`config.mk`:
```
export PLATFORM = sky130hd
export DESIGN_NAME = code_fetch
export DESIGN_NICKNAME = d
export VERILOG_FILES = /design/src/rtl/code_fetch.sv
export SDC_FILE = /design/constraint.sdc
export NUM_CORES = 1
export LEC_CHECK = 0
export ABC_AREA = 1
export CAP_MARGIN = 20
export CORE_MARGIN = 1
export CORE_UTILIZATION = 50
export CTS_BUF_LIST = sky130_fd_sc_hd__clkbuf_16
export DETAILED_ROUTE_END_ITERATION = 7
export PLACE_DENSITY = 0.75
export SYNTH_ARGS = -nofsm -noshare
export SYNTH_HDL_FRONTEND = slang
export SYNTH_SLANG_ARGS = --single-unit
```
`constraint.sdc`:
```
create_clock -name clock -period 3.9 [get_ports clock]
set_clock_uncertainty 0.2 [all_clocks]
set_input_delay 0.78 -clock clock [delete_from_list [all_inputs] [get_ports clock]]
set_output_delay 0.78 -clock clock [all_outputs]
set_load 0.05 [all_outputs]
```
`src/rtl/code_fetch.sv`:
```
// code_fetch: instruction-fetch front end for the code memory.
// Owns the fetch PC, drives the memory address with rw held at read, captures the
// returned bytes with their addresses into a prefetch FIFO, and delivers them in
// program order over a valid/ready handshake. A redirect flushes the FIFO and
// reloads the fetch PC.
//
// Ports:
//   clock, reset        - clock, asynchronous active-high reset
//   rw, add_bus         - code memory read select (always 1) and address (= fetch_pc)
//   data_bus            - code memory read data (combinational from add_bus)
//   redirect            - flush FIFO and load redirect_pc as the new fetch PC
//   redirect_pc         - target address sampled on redirect
//   byte_valid          - FIFO head valid
//   byte_data, byte_pc  - FIFO head byte and the address it was fetched from
//   byte_ready          - downstream accepts the head this cycle
//   addr_err            - sticky fetch-range error
//
// Configuration macro: CODE_FETCH_WRAP_EN
//   defined   - fetch PC wraps modulo MEM_BYTES, redirect targets are masked,
//               addr_err is tied low and HALT is never entered
//   undefined - running off the end of memory or redirecting out of range enters
//               HALT and raises addr_err until reset or an in-range redirect
module code_fetch #(
  parameter int unsigned DEPTH     = 4,
  parameter int unsigned MEM_BYTES = 8192
) (
  input  logic        clock,
  input  logic        reset,
  output logic        rw,
  output logic [15:0] add_bus,
  input  logic [7:0]  data_bus,
  input  logic        redirect,
  input  logic [15:0] redirect_pc,
  output logic        byte_valid,
  output logic [7:0]  byte_data,
  output logic [15:0] byte_pc,
  input  logic        byte_ready,
  output logic        addr_err
);

  localparam int unsigned PW = $clog2(DEPTH);
  localparam int unsigned CW = $clog2(DEPTH) + 1;
  localparam logic [15:0] PC_MASK = 16'(MEM_BYTES - 1);

  typedef enum logic {StRun, StHalt} state_t;

  state_t          state;
  logic [15:0]     fetch_pc;
  logic [PW-1:0]   wr_ptr;
  logic [PW-1:0]   rd_ptr;
  logic [CW-1:0]   count;
  logic [23:0]     fifo_mem [DEPTH];

  logic            pop;
  logic            push;
  logic [15:0]     pc_inc;
  logic            inc_oob;
  logic [15:0]     redir_pc_n;
  logic            redir_oob;

  assign rw         = 1'b1;
  assign add_bus    = fetch_pc;
  assign byte_valid = (count != '0);
  assign byte_pc    = fifo_mem[rd_ptr][23:8];
  assign byte_data  = fifo_mem[rd_ptr][7:0];

  always_comb begin
    // A redirect cycle never consumes the head, even if the handshake is up.
    pop  = byte_valid & byte_ready & ~redirect;
    // A pop frees a slot in the same cycle, so a full FIFO keeps streaming.
    push = (state == StRun) & ~redirect & ((count < CW'(DEPTH)) | pop);
`ifdef CODE_FETCH_WRAP_EN
    pc_inc     = (fetch_pc + 16'd1) & PC_MASK;
    inc_oob    = 1'b0;
    redir_pc_n = redirect_pc & PC_MASK;
    redir_oob  = 1'b0;
`else
    pc_inc     = fetch_pc + 16'd1;
    inc_oob    = (fetch_pc == PC_MASK);
    redir_pc_n = redirect_pc;
    redir_oob  = ({1'b0, redirect_pc} >= 17'(MEM_BYTES));
`endif
  end

  always_ff @(posedge clock or posedge reset) begin
    if (reset) begin
      state    <= StRun;
      fetch_pc <= '0;
      wr_ptr   <= '0;
      rd_ptr   <= '0;
      count    <= '0;
      addr_err <= 1'b0;
      for (int i = 0; i < DEPTH; i++) begin
        fifo_mem[i] <= '0;
      end
    end else if (redirect) begin
      wr_ptr   <= '0;
      rd_ptr   <= '0;
      count    <= '0;
      fetch_pc <= redir_pc_n;
      state    <= redir_oob ? StHalt : StRun;
      addr_err <= redir_oob;
    end else begin
      if (push) begin
        fifo_mem[wr_ptr] <= {fetch_pc, data_bus};
        wr_ptr           <= wr_ptr + PW'(1);
        fetch_pc         <= pc_inc;
        if (inc_oob) begin
          state    <= StHalt;
          addr_err <= 1'b1;
        end
      end
      if (pop) begin
        rd_ptr <= rd_ptr + PW'(1);
      end
      unique case ({push, pop})
        2'b10:   count <= count + CW'(1);
        2'b01:   count <= count - CW'(1);
        default: count <= count;
      endcase
    end
  end

endmodule

```
==> run_results.csv <==
group,metric,value,unit
floorplanning,die_h,110,um
floorplanning,rows,38,
worst_setup_path,crit_fanout,33,
min_path,hold_path_startpoint,"fifo_mem[45]",
power_and_ir_drop,ir_worst_vdd,0.636,mV
cells_and_area,multi_input_area,0.00233,mm^2
clock_network,cts_max_level,4,
global_routing,grt_overflow_total,0,
floorplanning,io_pins,71,
logic_synthesis,synth.avg_cell_area,8.50,um^2
clock_network,path_clk_slew,0.05,ns
worst_setup_path,arrival,2.06,ns
floorplanning,die_w,110,um
worst_setup_path,slowest_delay,0.45,ns
global_routing,grt_max_degree,71,
power_and_ir_drop,switching_share,42.6,%
global_routing,grt_use_met2,42.0,%
floorplanning,core_area,0.0110,mm^2
global_routing,grt_pass1_vias,4890,
clock_network,post_cts_buffers,0,
cells_and_area,fin_cells,888,
sta,max_freq,329,MHz
sta,finalCritPeriodShare,77.9,%
power_and_ir_drop,powerDensity,890,mW/mm^2
place,place_congestion,0.923,
run,max_cap_viol_count,0,
global_routing,grt_pass1_wl,23.3,mm
floorplanning,start_util,52.4,%
logic_synthesis,syn_nets,714,
place,hpwl,8.64,mm
logic_synthesis,yosys.area.top_type,"dfrtp_1",
sta,maxSlewHeadroom,59.6,%
logic_synthesis,synth-warning-count,0,
cells_and_area,fin_nets,770,
global_routing,grtUsageTotal,25.8,%
sta,worst_pin_slew,0.605,ns
place,dp_cells,857,
power_and_ir_drop,p_int,3.56,mW
logic_synthesis,ys_ff_latch,120,
route,vias,5039,
logic_synthesis,synth_top_area_share,51.9,%
power_and_ir_drop,p_total,6.20,mW
logic_synthesis,synthArstFlopShare,100,%
route,dr.pass1.iters,5,
global_routing,grt_antenna_before_repair,0,
clock_network,clockBufferDepth,2,
worst_setup_path,crit_chain,"inv_1 > buf_12 > nor2_1 > o22ai_1 > buf_4",
sta,fin_setup_tns,0,ns
run_status,status,"finished clean",
cells_and_area,seqCellArea,0.00300,mm^2
floorplanning,die-area,0.0120,mm^2
route,ant_nets,0,
cells_and_area,drive_gt1_share,11.2,%
route,drtIter0Drc,488,
clock_network,root_buffer,"clkbuf_16",
logic_synthesis,synth.most_common_cell,"nand2_1",
power_and_ir_drop,power_frac_seq,33.3,%
worst_setup_path,crit_required,2.92,ns
global_routing,met3_usage,5.63,%
route,wirelength,14.3,mm
power_and_ir_drop,p_clk_share,24.4,%
min_path,hold_path.class,"flop to flop",
clock_network,cts_made_buffers,17,
clock_network,clock_latency,0.42,ns
worst_setup_path,critPathKind,"flop to output port",
cells_and_area,final_cell_area,0.00697,mm^2
route,drt_drc_violations_left,0,
cells_and_area,areaGrowthSynthToFinish,20.6,%
cells_and_area,fillers,928,
logic_synthesis,synth_area,0.00578,mm^2
power_and_ir_drop,p_sw,2.64,mW
sta,final-setup-viol-count,0,
logic_synthesis,synth-edff-count,0,
power_and_ir_drop,p_comb_share,42.4,%
sta,rsz0062_at_grt,"false",
power_and_ir_drop,p_leak,3.33,nW
cells_and_area,fin_util,63.2,%
cells_and_area,n_antenna_cell,0,
place,port_buffers,69,
worst_setup_path,cp_slowest_cell,"inv_1",
sta,fin_crit,3.04,ns
clock_network,postCtsHoldBufs,0,
logic_synthesis,synth_commonest_cells,"163 x nand2_1, 120 x dfrtp_1, 76 x o21ai_0, 67 x nor2_1, 65 x o21ai_1",
global_routing,met1_usage,33.4,%
global_routing,grt_busiest_layer,"met2",
logic_synthesis,yosysUniqueCellTypes,31,
clock_network,cts_tree,"built",
sta,slew_viol_final,0,
sta,hold_violations,0,
route,routed_via_density,5.67,
worst_setup_path,crit_path_start,"rd_ptr[0]",
logic_synthesis,synth_area_leaders,"dfrtp_1 52%, nand2_1 11%, o21ai_0 6.6%",
logic_synthesis,ys_seq_area_share,51.9,%
worst_setup_path,worstSetupEndpointType,"output port",
clock_network,ctsResizeCount,0,
logic_synthesis,synth_top_flop_cell,"dfrtp_1",
logic_synthesis,synthCells,680,
worst_setup_path,cp-start-kind,"flop",
place,place_area,0.00640,mm^2
worst_setup_path,rr_startpoint,"count[0]",
clock_network,clock_sinks,120,
route,wl_per_cell,16.1,um
-- registers in the layout, indices dropped and copies added (netlist names) --
| signal | count |
|---|---|
| add_bus | 16 |
| addr_err | 1 |
| count | 3 |
| fifo_mem | 96 |
| rd_ptr | 2 |
| wr_ptr | 2 |
-- layer usage --
| layer | up-vias | routed length (um) |
|---|---|---|
| met4 | 0 | 330 |
| met2 | 193 | 6800 |
| li1 | 2373 | - |
| met5 | - | 0 |
| met1 | 2444 | 6260 |
| met3 | 29 | 926 |
-- layout by cell type (no fill, tap or decap), types with 17 or more instances in the layout --
master / synthesis / final
nand2_1: 163 / 163
dfrtp_1: 120 / 120
o21ai_0: 76 / 76
nor2_1: 67 / 67
o21ai_1: 65 / 65
inv_1: 45 / 46
clkdlybuf4s50_1: 0 / 45
buf_4: 1 / 30
o22ai_1: 27 / 27
clkbuf_16: 0 / 17
-- worst max-delay path: cells and delay by family (launching register included) --
family,cells,cell delay [ns]
DFF,1,0.37
buffers and inverters,3,0.97
and+or+nand+nor,1,0.06
AOI/OAI and AO/OA,1,0.24
-- layout make-up --
type	instances	share of cell area, %
clock inverters	14	2.03
well taps	140	2.51
flip-flops and latches	120	43.1
inverters	46	2.60
clock buffers	17	6.10
multi-input cells	474	33.4
repair buffers	77	10.3
-- path summary, 6_finish.rpt --
path / endpoint / slack (ns) / depth (start not counted)
setup / recovery: byte_pc[10] / 0.86 / 5
hold / removal: fifo_mem[45] / 0.28 / 2
setup reg to reg: count[2] / 1.80 / 11
hold reg to reg: fifo_mem[45] / 0.28 / 2
max in group asynchronous: fifo_mem[5] / 2.21 / 3
min in group asynchronous: add_bus[1] / 0.52 / 2
-- power groups by stage --
| stage | registers [mW] | clock network [mW] | logic [mW] |
|---|---|---|---|
| after floorplan | 2.11 | 0 | 1.83 |
| after global placement | 2.04 | 0 | 2.56 |
| after detailed placement | 2.06 | 0 | 2.62 |
| after CTS | 2.06 | 1.52 | 2.64 |
| after global routing | 2.12 | 1.59 | 2.85 |
| final | 2.06 | 1.51 | 2.63 |
-- stage by stage --
stage	hold slack, ns	worst slack (ns)
after global placement	0.259	0.853
after CTS	0.280	0.829
after floorplan	0.248	1.26
after detailed placement	0.268	0.771
after global routing	0.301	0.728
final	0.281	0.862
-- logic make-up (layout without fill, tap and decap cells) --
| logic type | Yosys count | in the layout | synth area share (%) |
|---|---|---|---|
| AO/OA/AOI/OAI | 200 | 200 | 19.3 |
| XOR/XNOR | 7 | 7 | 1.06 |
| adder cells (fa/ha/maj) | 6 | 6 | 1.43 |
| buffers and inverters | 86 | 154 | 7.79 |
| flip-flops | 120 | 120 | 51.9 |
| other | 1 | 1 | 0.0649 |
| AND/OR/NAND/NOR | 260 | 260 | 18.4 |
Power figures use the tool's default switching activity.
